[config.mk]
export PLATFORM = sky130hd
export DESIGN_NAME = spi_slave
export DESIGN_NICKNAME = d
export VERILOG_FILES = /design/src/rtl/spi_slave.sv
export SDC_FILE = /design/constraint.sdc
export NUM_CORES = 1
export LEC_CHECK = 0
export CAP_MARGIN = 20
export CORE_AREA = 2 2 79 81
export CTS_BUF_LIST = sky130_fd_sc_hd__clkbuf_8
export DETAILED_ROUTE_END_ITERATION = 10
export DIE_AREA = 0 0 81 83
export GPL_ROUTABILITY_DRIVEN = 0
export GPL_TIMING_DRIVEN = 0
export HOLD_SLACK_MARGIN = 0.05
export PLACE_DENSITY = 0.63
export SETUP_SLACK_MARGIN = 0.2
export SLEW_MARGIN = 10
export SYNTH_ARGS = -nofsm -noshare
export SYNTH_HDL_FRONTEND = slang
export SYNTH_SLANG_ARGS = --single-unit
[constraint.sdc]
create_clock -name clk -period 1.8 [get_ports clk]
set_input_delay 0.18 -clock clk [delete_from_list [all_inputs] [get_ports clk]]
set_output_delay 0.18 -clock clk [all_outputs]
set_load 0.03 [all_outputs]
[src/rtl/spi_slave.sv]
// SPI responder. SCK, SS and MOSI are oversampled on the system clock; the
// design never clocks on SCK. A single-word TX holding buffer feeds the TX
// shift register at every word start, and each completed RX word is
// presented on data_out with a one-cycle valid_out strobe. Words run back to
// back for as long as SS stays low.
module spi_slave #(
  parameter int DATA_BITS = 8,
  parameter bit CPOL      = 1'b0,
  parameter bit CPHA      = 1'b1,
  parameter bit LSBF      = 1'b0
) (
  input  logic                 clk,
  input  logic                 rst,
  input  logic                 SCK,
  input  logic                 SS,
  input  logic                 MOSI,
  output logic                 MISO,
  output logic                 MISO_oe,
  input  logic [DATA_BITS-1:0] data_in,
  input  logic                 tx_load,
  output logic                 tx_ready,
  output logic                 tx_underrun,
  output logic [DATA_BITS-1:0] data_out,
  output logic                 valid_out,
  output logic                 busy
);

  localparam int CNT_W = $clog2(DATA_BITS);
  localparam logic [CNT_W-1:0] LAST_BIT = CNT_W'(DATA_BITS - 1);

  typedef enum logic {
    ST_IDLE  = 1'b0,
    ST_SHIFT = 1'b1
  } state_t;

  state_t state_q, state_d;

  // Synchronizer chains: bits [1:0] are the 2-FF synchronizer, bit [2] is
  // the previous synchronized value used for edge detection.
  logic [2:0] sck_q;
  logic [2:0] ss_q;
  logic [1:0] mosi_q;

  logic [DATA_BITS-1:0] tx_buf_q, tx_buf_d;
  logic                 tx_ready_q, tx_ready_d;
  logic [DATA_BITS-1:0] tx_sh_q, tx_sh_d;
  logic [DATA_BITS-1:0] rx_sh_q, rx_sh_d;
  logic [CNT_W-1:0]     bit_cnt_q, bit_cnt_d;
  logic [DATA_BITS-1:0] data_out_q, data_out_d;
  logic                 valid_q, valid_d;
  logic                 underrun_q, underrun_d;

  logic                 sck_chg;
  logic                 lead_edge;
  logic                 trail_edge;
  logic                 sample_edge;
  logic                 shift_edge;
  logic                 ss_fall;
  logic                 ss_rise;
  logic                 word_end;
  logic                 mosi_s;
  logic [DATA_BITS-1:0] rx_next;
  logic [DATA_BITS-1:0] tx_next;
  logic                 xfer;

  // Oversample the asynchronous SPI pins into the clk domain.
  always_ff @(posedge clk or posedge rst) begin
    if (rst) begin
      sck_q  <= {3{CPOL}};
      ss_q   <= 3'b111;
      mosi_q <= 2'b00;
    end else begin
      sck_q  <= {sck_q[1:0], SCK};
      ss_q   <= {ss_q[1:0], SS};
      mosi_q <= {mosi_q[0], MOSI};
    end
  end

  // Leading edge leaves the idle level, trailing edge returns to it.
  assign sck_chg     = sck_q[1] ^ sck_q[2];
  assign lead_edge   = sck_chg && (sck_q[2] == CPOL);
  assign trail_edge  = sck_chg && (sck_q[1] == CPOL);
  assign sample_edge = CPHA ? trail_edge : lead_edge;
  assign shift_edge  = CPHA ? lead_edge : trail_edge;
  assign ss_fall     = ss_q[2] & ~ss_q[1];
  assign ss_rise     = ~ss_q[2] & ss_q[1];
  assign mosi_s      = mosi_q[1];

  // The trailing edge of the last bit closes a word. With CPHA=0 the last
  // sample already wrapped bit_cnt to zero; with CPHA=1 the closing edge is
  // itself the last sample, so bit_cnt still holds the last index.
  assign word_end = trail_edge &&
                    (CPHA ? (bit_cnt_q == LAST_BIT) : (bit_cnt_q == '0));

  assign rx_next = LSBF ? {mosi_s, rx_sh_q[DATA_BITS-1:1]}
                        : {rx_sh_q[DATA_BITS-2:0], mosi_s};
  assign tx_next = LSBF ? {1'b0, tx_sh_q[DATA_BITS-1:1]}
                        : {tx_sh_q[DATA_BITS-2:0], 1'b0};

  // Next-state logic for the frame FSM, shift registers and TX buffer.
  always_comb begin
    state_d    = state_q;
    tx_buf_d   = tx_buf_q;
    tx_ready_d = tx_ready_q;
    tx_sh_d    = tx_sh_q;
    rx_sh_d    = rx_sh_q;
    bit_cnt_d  = bit_cnt_q;
    data_out_d = data_out_q;
    valid_d    = 1'b0;
    underrun_d = 1'b0;
    xfer       = 1'b0;

    case (state_q)
      ST_IDLE: begin
        bit_cnt_d = '0;
        if (ss_fall) begin
          xfer    = 1'b1;
          rx_sh_d = '0;
          state_d = ST_SHIFT;
        end
      end
      ST_SHIFT: begin
        if (ss_rise) begin
          // Abandon any partial word; the holding buffer is left untouched.
          bit_cnt_d = '0;
          state_d   = ST_IDLE;
        end else begin
          if (sample_edge) begin
            rx_sh_d = rx_next;
            if (bit_cnt_q == LAST_BIT) begin
              data_out_d = rx_next;
              valid_d    = 1'b1;
              bit_cnt_d  = '0;
            end else begin
              bit_cnt_d = bit_cnt_q + CNT_W'(1);
            end
          end
          // With CPHA=1 bit 0 is already on MISO, so its leading edge must
          // not shift.
          if (word_end) begin
            xfer = 1'b1;
          end else if (shift_edge && !(CPHA && (bit_cnt_q == '0))) begin
            tx_sh_d = tx_next;
          end
        end
      end
      default: state_d = ST_IDLE;
    endcase

    // A transfer takes the buffer as it stood this cycle; a same-cycle load
    // only lands if the buffer was already empty.
    if (xfer) begin
      if (!tx_ready_q) begin
        tx_sh_d    = tx_buf_q;
        tx_ready_d = 1'b1;
      end else begin
        tx_sh_d    = '0;
        underrun_d = 1'b1;
      end
    end
    if (tx_load && tx_ready_q) begin
      tx_buf_d   = data_in;
      tx_ready_d = 1'b0;
    end
  end

  // State, datapath and strobe registers.
  always_ff @(posedge clk or posedge rst) begin
    if (rst) begin
      state_q    <= ST_IDLE;
      tx_buf_q   <= '0;
      tx_ready_q <= 1'b1;
      tx_sh_q    <= '0;
      rx_sh_q    <= '0;
      bit_cnt_q  <= '0;
      data_out_q <= '0;
      valid_q    <= 1'b0;
      underrun_q <= 1'b0;
    end else begin
      state_q    <= state_d;
      tx_buf_q   <= tx_buf_d;
      tx_ready_q <= tx_ready_d;
      tx_sh_q    <= tx_sh_d;
      rx_sh_q    <= rx_sh_d;
      bit_cnt_q  <= bit_cnt_d;
      data_out_q <= data_out_d;
      valid_q    <= valid_d;
      underrun_q <= underrun_d;
    end
  end

  assign busy        = (state_q == ST_SHIFT);
  assign MISO_oe     = busy;
  assign MISO        = busy & (LSBF ? tx_sh_q[0] : tx_sh_q[DATA_BITS-1]);
  assign tx_ready    = tx_ready_q;
  assign tx_underrun = underrun_q;
  assign data_out    = data_out_q;
  assign valid_out   = valid_q;

endmodule

## Word-level counts from Yosys, hierarchy flattened

Cells that the tools add are included.

- Add/subtract/negate cells: 1
- Multiply operators: 0
- Divide/modulo/power cells: 0
- Magnitude comparators: 0
- Equal/unequal tests: 7
- Shift-type cells: 0
- Mux-type cells: 28
- Bitwise operators: 10
- Reduce and logical (&&, ||, !) cells: 13

Operators by type and width:

| kind | number |
|---|---|
| 2-to-1 mux 8 bit | 6 |
| 2-to-1 mux 7 bit | 3 |
| one-hot mux 7 bit (2 select lines) | 1 |
| 2-to-1 mux 1 bit | 12 |
| 2-to-1 mux 3 bit | 3 |
| AND reduction 4 bit | 2 |
| != test 2 x 1 -> 1 bit (second input constant) | 3 |
| NOT 1 bit | 6 |
| one-hot mux 3 bit (2 select lines) | 1 |
| nonzero test 2 bit | 3 |
| logical AND 1 bit | 5 |
| != test 2 bit (second input constant) | 2 |
| one-hot mux 1 bit (2 select lines) | 2 |
| adder 3 x 1 -> 3 bit (second input constant) | 1 |
| AND 1 bit | 3 |
| == test 3 bit (second input constant) | 1 |
| zero test 3 bit | 1 |
| != test 3 x 1 -> 1 bit (second input constant) | 1 |
| AND reduction 3 bit | 1 |
| zero test 1 bit | 1 |
| bitwise XOR 1 bit | 1 |

- Register bits after elaboration: 46
- Bits in latches: 0
- Memory bits (writable): 0
- Bits in read-only memories: 0
- Input bits: 14
- Output and inout port bits: 14
- Logic and storage cells: 71
- Memories kept: 0

## Depth between registers and ports, before layout

Gate-level depths: netlist of the first run.

- Depth in word-level cells: 8
- Gate-level depth with buffers: 7
- Mapped depth without buffers: 6

## Worst setup path after synthesis of the first run

No wires, ideal clock.

- Path type: flip-flop to flip-flop
- Start: register ss_q[1]
- End: register tx_sh_q[1]
- Library setup time: 0.138 ns
- Arrival time: 1.402 ns
- Required time: 1.662 ns
- Path slack: 0.260 ns
- Stages on the path, launching flop included: 6
- Path buffers: 1
- Period minus slack after synthesis: 1.540 ns
- Path through: dfstp_2 -> buf_4 -> inv_2 -> maj3_1 -> o22ai_1 -> a211oi_1

- Longest elaborated chain between the ends: 6
- Elaborated cells on any way between the ends: 12
- Classes of those cells: eq/ne (2); mux (4); bitwise (3); reduce/logical (3)

Ends and longest elaborated chain:

| element | line | text |
|---|---|---|
| start: declaration | 41 | `logic [2:0] ss_q;` |
| start signal: assignment | 74 | `ss_q <= {ss_q[1:0], SS};` |
| NOT 1 bit | 85 | `assign ss_fall = ss_q[2] & ~ss_q[1];` |
| AND 1 bit | 85 |  |
| 2-to-1 mux 1 bit | 116 | `if (ss_fall) begin` |
| one-hot mux 1 bit (2 select lines) | 113 | `case (state_q)` |
| != test 2 x 1 -> 1 bit (no source line) / nonzero test 2 bit (equally long branches) | -- |  |
| AND reduction 4 bit (no source line) | -- |  |
| end signal: assignment | 183 | `tx_sh_q <= tx_sh_d;` |
| end: declaration | 46 | `logic [DATA_BITS-1:0] tx_sh_q, tx_sh_d;` |

Parallel ways exist; a longest one is shown, timed or not.
A chain may end at the register's enable or synchronous reset.

## Worst setup path in the final report of the first run

- Start: register bit_cnt_q[1]
- End: register tx_sh_q[0]

- Longest elaborated chain between the ends: 7
- Elaborated cells on any way between the ends: 14
- Classes of those cells: eq/ne (3); mux (4); reduce/logical (7)

Ends and longest elaborated chain:

| element | line | text |
|---|---|---|
| start: declaration | 48 | `logic [CNT_W-1:0] bit_cnt_q, bit_cnt_d;` |
| start signal: assignment | 185 | `bit_cnt_q <= bit_cnt_d;` |
| == test 3 bit | 93 | `(CPHA ? (bit_cnt_q == LAST_BIT) : (bit_cnt_q == '0));` |
| logical AND 1 bit | 92 | `assign word_end = trail_edge &&` |
| 2-to-1 mux 1 bit | 140 | `if (word_end) begin` |
| 2-to-1 mux 1 bit | 123 | `if (ss_rise) begin` |
| one-hot mux 1 bit (2 select lines) | 113 |  |
| != test 2 x 1 -> 1 bit (no source line) / nonzero test 2 bit (equally long branches) | -- |  |
| AND reduction 4 bit (no source line) | -- |  |

Parallel ways exist; a longest one is shown, timed or not.

==> results of run 1 <==
logic make-up (layout without fill, tap and decap cells):
family | after synthesis | after routing | share of synthesized area
AOI/OAI and AO/OA | 47 | 47 | 0.157
adders and majority gates | 4 | 5 | 0.0236
buffers and inverters | 22 | 67 | 0.0509
DFF | 46 | 46 | 0.573
muxes | 8 | 8 | 0.0447
and+or+nand+nor | 60 | 60 | 0.151
what timing repair did:
item	CTS	global route
cloned	1	0
buffers inserted	6	3
endpoints found under the setup margin	12	10
resized for setup	15	10
pin swaps	4	6
cells in the mapped netlist (2+ instances only):
library cell  count  share of area
nand3_1           2         0.0050
buf_2             4         0.0099
nor2b_1          10          0.031
ha_1              3          0.019
buf_4             4          0.015
nand2_1          32          0.060
o32ai_1           6          0.026
a211oi_1          7          0.026
mux2_2            8          0.045
inv_1            12          0.022
dfrtp_1          42           0.52
inv_2             2         0.0037
nor3_1            2         0.0050
nor2_1            4         0.0074
o21ai_0           6          0.015
nand2b_1          3         0.0093
a21oi_1          12          0.030
o22ai_1          12          0.037
dfstp_2           4          0.052
state kept, by name, summed over array words and instances (netlist names):
signal,flops
tx_buf_q,8
mosi_q,2
rx_sh_q,7
sck_q,3
MISO_oe,1
valid_out,1
bit_cnt_q,3
tx_ready,1
data_out,8
ss_q,3
tx_sh_q,8
tx_underrun,1
critical path, stage by stage, from the launching register on:
cell and delay (ns):
dfrtp_1 0.38, ha_2 0.20, ha_4 0.14, nand4_4 0.09, inv_2 0.10, a211oi_4 0.04
buf_6 0.15, a221o_1 0.34
final timing paths:
path | startpoint | depth (start not counted) | slack, ns | end
max | bit_cnt_q[1] | 7 | 0.25 | tx_sh_q[0]
min | rst | 2 | 0.16 | sck_q[0]
max reg2reg | bit_cnt_q[1] | 7 | 0.25 | tx_sh_q[0]
min reg2reg | mosi_q[0] | 0 | 0.35 | mosi_q[1]
max in group asynchronous | rst | 3 | 1.10 | ss_q[2]
min in group clk | SS | 1 | 0.29 | ss_q[0]
power by group through the flow:
stage                     combinational [mW]  sequential (mW)  clock, mW
after floorplan                        0.484             1.42          0
after global placement                 0.654             1.42          0
after detailed placement               0.681             1.43          0
after CTS                              0.693             1.41      0.645
after global routing                   0.786             1.45      0.691
final                                  0.700             1.41      0.627
layer usage:
layer | global-route usage | part of all wire | up-vias | routed length, um
met5 | 0 | 0 | - | 0
met4 | 0.0277 | 0.0010 | 0 | 4
met3 | 0.0293 | 0.036 | 2 | 137
met2 | 0.186 | 0.49 | 26 | 1880
met1 | 0.179 | 0.47 | 720 | 1800
li1 | - | - | 746 | -
stage by stage:
| stage | total power, mW | setup slack [ns] |
|---|---|---|
| 3_3_place_gp | 2.08 | -0.390 |
| 5_1_grt | 2.92 | 0.191 |
| 3_5_place_dp | 2.11 | 0.0102 |
| 4_1_cts | 2.75 | 0.0868 |
| 6_report | 2.73 | 0.254 |
| 2_1_floorplan | 1.90 | 0.260 |
area by class of cell:
cell class	count	area share
buffer	8	0.0238
clock buffer	6	0.0314
clock inverter	2	0.00333
inverter	14	0.0200
multi-input combinational	120	0.306
sequential	46	0.439
tap	75	0.0356
timing repair buffer	37	0.140
cells in the final DEF (no fill, tap or decap), drive strengths merged, types with 2 or more instances in the layout:
cell type and n:
dfrtp 42, nand2 32, clkdlybuf4s50 23, buf 18
inv 15, a21oi 12, o22ai 12, nor2b 10
mux2 8, a211oi 8, clkbuf 7, o32ai 6
o21ai 6, nor2 4, dfstp 4, nand2b 4
dlygate4sd2 3, ha 3, maj3 2, nand3 2
nor3 2, nand4 2
==> impl_metrics.ini, run 1 <==
[status]
run_status = finished clean

[power_and_ir_drop]
internal_power_mw = 1.92
power.switching_mw = 0.808
sequentialPowerShare = 0.514
clock_power_share = 0.229
sw_frac_of_total = 0.296
powerDensity_mw_per_mm2 = 1040
power.share.combinational = 0.256
ir_worst_vdd_mv = 0.708
power_leakage_nw = 1.18

[clock_tree]
numClockSinks = 46
cts_buffer_depth = 2
clk_pin_slew_ns = 0.08
htree_levels = 2
cts_hold_buffers = 0
tritoncts = yes
cts_root_buf = clkbuf_8
clock_latency_of_the_later_clocked_register_in_the_worst_skew_pair_ns = 0.29
cts_inserted_buffers = 5

[place]
io_buffers = 27
detailedPlacementHpwl_um = 2660
dp.cells = 290
detailed_place.area_sq_mm = 0.00240

[final_layout]
final.fill_count = 591
layout_cells_sized_above_1 = 0.227
final_area_sq_mm = 0.00263
register_area_sq_mm = 0.00116
multi_input_comb_area_sq_um = 807
areaGrowthSynthToFinish_pct = 30.6
insertedDiodeCount = 0
finalNonFillerCells = 308
layout.nets = 249
utilization = 0.453

[timing]
finalHoldViolations = 0
setup_violations = 0
fin_setup_tns_ns = 0
period_minus_slack_ns = 1.55
slew_headroom = 0.765
finalHoldWorstSlack_ns = 0.162
fin_skew_ns = 0.00323
worst_slew_pin_slew_ns = 0.352
rsz_0062_raised_after_global_routing = true
timing.fmax_ghz = 0.647
post-route-period-util = 0.859
final_max_slew_viol_count = 0

[floorplanning]
core_area_sq_mm = 0.00582
die-height_um = 83
floorplan.io_pins = 28
initial_utilization = 0.347
fp-row-count = 28
die_area_sq_mm = 0.00672
die_w_um = 81

[setup_path]
start_kind = flip-flop
crit_path_kind = reg -> reg
cp_data_arrival_time_ns = 1.72
cp_data_required_time_ns = 1.98
cp-end-kind = flip-flop
worstPathMaxFanout = 8

[logic_synthesis]
synth.lib_cells_used.distinct = 31
postSynthRegisterBits = 46
synthesis.yosys.warnings = 0
sequential_share_of_the_synthesized_area = 0.573
ys_dominant_reg_cell = dfrtp_1
async_flop_share = 1.00
synth.avg_cell_area_sq_um = 10.8
synth_edf_count = 0
post_synth_instance_area_sq_mm = 0.00202
synthesis.instances = 187
synth_nets = 204

[detailed_routing]
final_antenna_net_count = 0
dr_total_vias = 1494
avg_vias_per_cell = 4.85
dr.pass1.iters = 4
routed_wirelength_um = 3820
drt-wirelength-per-cell_um = 12.4
drt_iter0_drc = 73
route.detailed.drc = 0

[global_route]
grt_overflow_total = 0
grt_antenna_before_repair = 0
grt_start_max_net_pins = 33
first_global_vias = 1455
grtUsageTotal = 0.123
wire_length_of_the_first_global_routing_pass_um = 6680

[worst_hold_path]
min-delay-path-class = in -> async

[flow_run]
drv.max_cap_violation_count = 0
Power figures use the tool's default switching activity.
==> run 2, diff against run 1 <==
- GPL_TIMING_DRIVEN: 0 -> unset
- HOLD_SLACK_MARGIN: 0.05 -> unset
==> run 2 against run 1 <==
Against the previous run:
- critical path depth is 1 lower
- clock skew is 0.0071 ns higher
- sequential cell count stayed put
- highest routed layer unchanged
==> impl_metrics.ini, run 2 (synthesis results as in run 1) <==
[status]
run_status = finished clean

[floorplanning]
initial_utilization = 0.347
fp-row-count = 28
die_area_sq_mm = 0.00672
die_w_um = 81
core_area_sq_mm = 0.00582
floorplan.io_pins = 28
die-height_um = 83

[timing]
timing.fmax_ghz = 0.617
rsz_0062_raised_after_global_routing = true
worst_slew_pin_slew_ns = 0.432
finalHoldViolations = 0
final_max_slew_viol_count = 0
slew_headroom = 0.709
setup_violations = 0
period_minus_slack_ns = 1.62
post-route-period-util = 0.901
fin_setup_tns_ns = 0
fin_skew_ns = 0.0103

[detailed_routing]
uppermost_signal_routing_layer_after_detailed_routing = met4
route.detailed.drc = 0
wl_met3_um = 147
avg_vias_per_cell = 5.00
routed_wirelength_um = 3990
m1WireLength_um = 1740
drt-wirelength-per-cell_um = 13.0
wl_met2_um = 2050
dr_total_vias = 1531
dr.pass1.iters = 4
drt_iter0_drc = 74
final_antenna_net_count = 0

[final_layout]
layout.nets = 248
areaGrowthSynthToFinish_pct = 31.4
final.fill_count = 587
leading_cell_type_in_the_layout_fill_and_taps_excluded = dfrtp_1
insertedDiodeCount = 0
commonest_non_fill_non_tap_cells_in_the_layout = dfrtp_1, nand2_1, clkdlybuf4s50_1
layout_cells_sized_above_1 = 0.238

[setup_path]
cp_data_arrival_time_ns = 1.81
timing.critical_path.max_delay_family = flip-flops
cp_data_required_time_ns = 1.99
crit_path_kind = reg -> reg
worst-path-buf-inv = 2
max_stage_delay_ns = 0.58
r2r.worst_path.cells = 6
cp-end-kind = flip-flop
crit_slowest_cell = dfstp_2
worstPathCellList = nand2b_4, nand4_4, inv_2, a211oi_4, buf_6, a221o_1
timing.critical_path.depth = 6
start_kind = flip-flop
worstPathMaxFanout = 5

[clock_tree]
cts_buffer_depth = 2
htree_levels = 2
cts_inserted_buffers = 5
clock_latency_of_the_later_clocked_register_in_the_worst_skew_pair_ns = 0.30
numClockSinks = 46
cts_hold_buffers = 0
clk_pin_slew_ns = 0.08
cts_root_buf = clkbuf_8
tritoncts = yes

[power_and_ir_drop]
powerDensity_mw_per_mm2 = 1100
power_leakage_nw = 1.19
ir_worst_vdd_mv = 0.908
fin_total_pwr_mw = 2.92

[worst_hold_path]
min-delay-path-class = in -> async

[flow_run]
drv.max_cap_violation_count = 0

[global_route]
grt_antenna_before_repair = 0
grtUsageTotal = 0.127
grt_overflow_total = 0
wire_length_of_the_first_global_routing_pass_um = 6710
grt_start_max_net_pins = 22
first_global_vias = 1512

[place]
io_buffers = 27
detailedPlacementHpwl_um = 2790
run 2: cell count changes in the layout (fill, tap and decap cells not counted), moves of 3 or more:
cell and delta:
buf_4 +6, a211oi_1 -5, buf_2 -3, a211oi_2 +5
run 2: path summary, 6_finish.rpt:
| path | startpoint | slack, ns | to |
|---|---|---|---|
| hold reg to reg | sck_q[0] | 0.35 | sck_q[1] |
| min in group clk | SS | 0.29 | ss_q[0] |
| setup reg to reg | ss_q[2] | 0.18 | tx_sh_q[0] |
| max in group asynchronous | rst | 1.21 | bit_cnt_q[0] |
| setup / recovery | ss_q[2] | 0.18 | tx_sh_q[0] |
| hold / removal | rst | 0.1 | tx_buf_q[6] |
run 2: per-stage QoR:
| step | std cells | hold WS, ns | utilization | setup WS (ns) | cell area [sq um] |
|---|---|---|---|---|---|
| final | 306 | 0.0993 | 0.456 | 0.178 | 2650 |
| after global routing | 306 | 0.120 | 0.456 | 0.109 | 2650 |
| after CTS | 301 | 0.101 | 0.439 | 0.0718 | 2550 |
| after detailed placement | 292 | 0.341 | 0.417 | 0.105 | 2420 |
| after global placement | 292 | 0.333 | 0.417 | 0.185 | 2420 |
| after floorplan | 187 | 0.184 | - | 0.260 | 2020 |
run 2: final cells by class:
cell class,instances,area (sq um),area share
Inverter,14,52.6,0.0198
Clock buffer,6,82.6,0.0312
Tap cell,75,93.8,0.0354
Multi-Input combinational cell,119,811,0.306
Timing Repair Buffer,45,423,0.160
Clock inverter,1,30.0,0.0113
Sequential cell,46,1160,0.437
run 2: worst reg2reg max path, cell delays in order (launching register included):
cell      delay [ns]
dfstp_2         0.58
nand2b_4        0.17
nand4_4         0.12
inv_2           0.11
a211oi_4        0.06
buf_6           0.14
a221o_1         0.33
run 2: metal layers:
| metal | vias up | track usage |
|---|---|---|
| met5 | - | 0 |
| met4 | 0 | 0.0462 |
| met3 | 8 | 0.0326 |
| met2 | 26 | 0.212 |
| met1 | 758 | 0.156 |
| li1 | 739 | - |
run 2: what timing repair did:
action	4_1_cts	5_1_grt
pin swaps	2	5
resized for setup	4	13
setup buffers	2	5
gates cloned	0	0
setup endpoints to repair	7	9
run 2: report_power, final:
group,switching [mW],internal [mW],leakage (nW)
Combinational,0.340,0.372,0.562
Sequential,0.169,1.27,0.569
Clock,0.323,0.444,0.0573
Total,0.832,2.08,1.19
==> edit, RTL diff (flow settings as in run 1) <==
Take the reset off `tx_buf_q`, `tx_sh_q`, `rx_sh_q` and `data_out_q` and load them in a clocked block of their own.
--- a/src/rtl/spi_slave.sv
+++ b/src/rtl/spi_slave.sv
@@ -169,23 +169,22 @@
     if (rst) begin
       state_q    <= ST_IDLE;
-      tx_buf_q   <= '0;
       tx_ready_q <= 1'b1;
-      tx_sh_q    <= '0;
-      rx_sh_q    <= '0;
       bit_cnt_q  <= '0;
-      data_out_q <= '0;
       valid_q    <= 1'b0;
       underrun_q <= 1'b0;
     end else begin
       state_q    <= state_d;
-      tx_buf_q   <= tx_buf_d;
       tx_ready_q <= tx_ready_d;
-      tx_sh_q    <= tx_sh_d;
-      rx_sh_q    <= rx_sh_d;
       bit_cnt_q  <= bit_cnt_d;
-      data_out_q <= data_out_d;
       valid_q    <= valid_d;
       underrun_q <= underrun_d;
     end
+  end
+
+  always_ff @(posedge clk) begin
+    tx_buf_q   <= tx_buf_d;
+    tx_sh_q    <= tx_sh_d;
+    rx_sh_q    <= rx_sh_d;
+    data_out_q <= data_out_d;
   end
 
Check against the original RTL: same outputs for any inputs over 10 cycles, from zero or initial values and one cycle with rst high; that may be too few to reach the edited logic, so the function may still have changed.
==> edit against run 1 <==
Sequential cell count did not move. Core utilization down 4.8 points. Design area decreased by 11%. Maximum frequency down 8.9%. Setup slack lost 0.15 ns. Area after synthesis decreased by 12%. Routed wire length fell by 27%.
Power is not compared: it rests on default switching activity, and its combinational part moved more than twofold at a synthesized area within 25%.
==> edit: results (changes against run 1) <==
CTS clk-pin slew, worst paths roughly 0.090 ns; Adder-Cell Fraction of Synth Area 0.0211 (was 0.0236); FF-to-FF End tx_sh_q[3] (was tx_sh_q[0]); run status finished clean (unchanged); met3 wire len 153 um (was 137 um); final hold slack 0.251 ns (was 0.162 ns); R2R depth 5 (was 7); LEAKAGE around 0.89 nW; worst path arrival time 1.74 ns (was 1.72 ns); xor/xnor share of the synthesized area 0 (unchanged); initial DRC count 58 (was 73); fraction of the mapped netlist area in compound gates 0.0239 (was 0.157); DR WL/cell 12.6 um (was 12.4 um); share of layout cells above drive strength 1 0.270 (was 0.227); ranking of synthesized cells by area edfxtp_1 (52%), dfrtp_1 (15%), dfstp_2 (5.9%) (was dfrtp_1 (52%), nand2_1 (6.0%), dfstp_2 (5.2%)); Worst Skew 0.00669 ns (was 0.00323 ns); DRT met1 WL 1060 um (was 1800 um); start point of the critical path bit_cnt_q[0] (was bit_cnt_q[1]); filler instances 572 (was 591); Met2 Routed Length 1560 um (was 1880 um); DP Area 0.00218 mm^2 (was 0.00240 mm^2); Post-synth EDFFs 31 (was 0); vias in the first global route 1058 (was 1455); Nets 164 (was 249); htree depth 2 (unchanged); drt via density 4.24 (was 4.85); sequential fraction of the synthesis area 0.737 (was 0.573); mux contribution to synthesized area 0.0738 (was 0.0447); global router's overall resource usage 0.0922 (was 0.123); ys async rst share 0.326 (was 1.00); synth unique cells 22 (was 31); Synth top cells by count edfxtp_1 (31), dfrtp_1 (11), and2_1 (9), nor2b_1 (9), nor2_1 (8) (was dfrtp_1 (42), nand2_1 (32), a21oi_1 (12), inv_1 (12), o22ai_1 (12)); largest net degree at the start of global routing 16 (was 33); Syn Nets 123 (was 204)
==> edit: cell count changes in the layout (fill, tap and decap cells not counted), moves of 7 or more <==
cell and change:
dfrtp_1 -31, edfxtp_1 +31, nand2_1 -30, o22ai_1 -11
a21oi_1 -10, and2_1 +8, mux2_2 -8, inv_1 -7
==> edit: cell type report <==
cell class | count | share of cell area
clock inverters | 2 | 0.00532
plain buffers | 4 | 0.0165
multi-input cells | 51 | 0.197
repair buffers | 34 | 0.140
well taps | 75 | 0.0399
clock buffers | 6 | 0.0351
flip-flops and latches | 46 | 0.558
inverters | 5 | 0.00797
==> edit: repair_timing <==
action,in CTS,in global routing
endpoints found under the setup margin,34,32
buffers inserted,7,0
gates resized for setup,8,4
hold buffers,0,0
hold endpoints to repair,0,0
gates cloned,0,0
pin swaps,2,0
==> edit: through the flow <==
stage / utilization / instances / setup WS (ns) / total power, W
2_1_floorplan: - / 106 / 0.111 / 0.00152
3_3_place_gp: 0.374 / 208 / 0.0432 / 0.00162
3_5_place_dp: 0.374 / 208 / 0.000475 / 0.00164
4_1_cts: 0.404 / 223 / 0.0838 / 0.00229
5_1_grt: 0.405 / 223 / 0.0696 / 0.00237
6_report: 0.405 / 223 / 0.103 / 0.00227
==> edit: worst max-delay path: cells and delay by family (launching register included) <==
| family | cells | cell delay, ns |
|---|---|---|
| multiplexers | 1 | 0.31 |
| flip-flops | 1 | 0.39 |
| buffers and inverters | 1 | 0.18 |
| adder cells (fa/ha/maj) | 2 | 0.37 |
| AO/OA/AOI/OAI | 1 | 0.20 |
==> edit: layer usage <==
| layer | track usage | up-vias |
|---|---|---|
| met5 | 0 | - |
| met4 | 0.0370 | 0 |
| met3 | 0.0304 | 4 |
| li1 | - | 445 |
| met2 | 0.172 | 31 |
| met1 | 0.0903 | 466 |
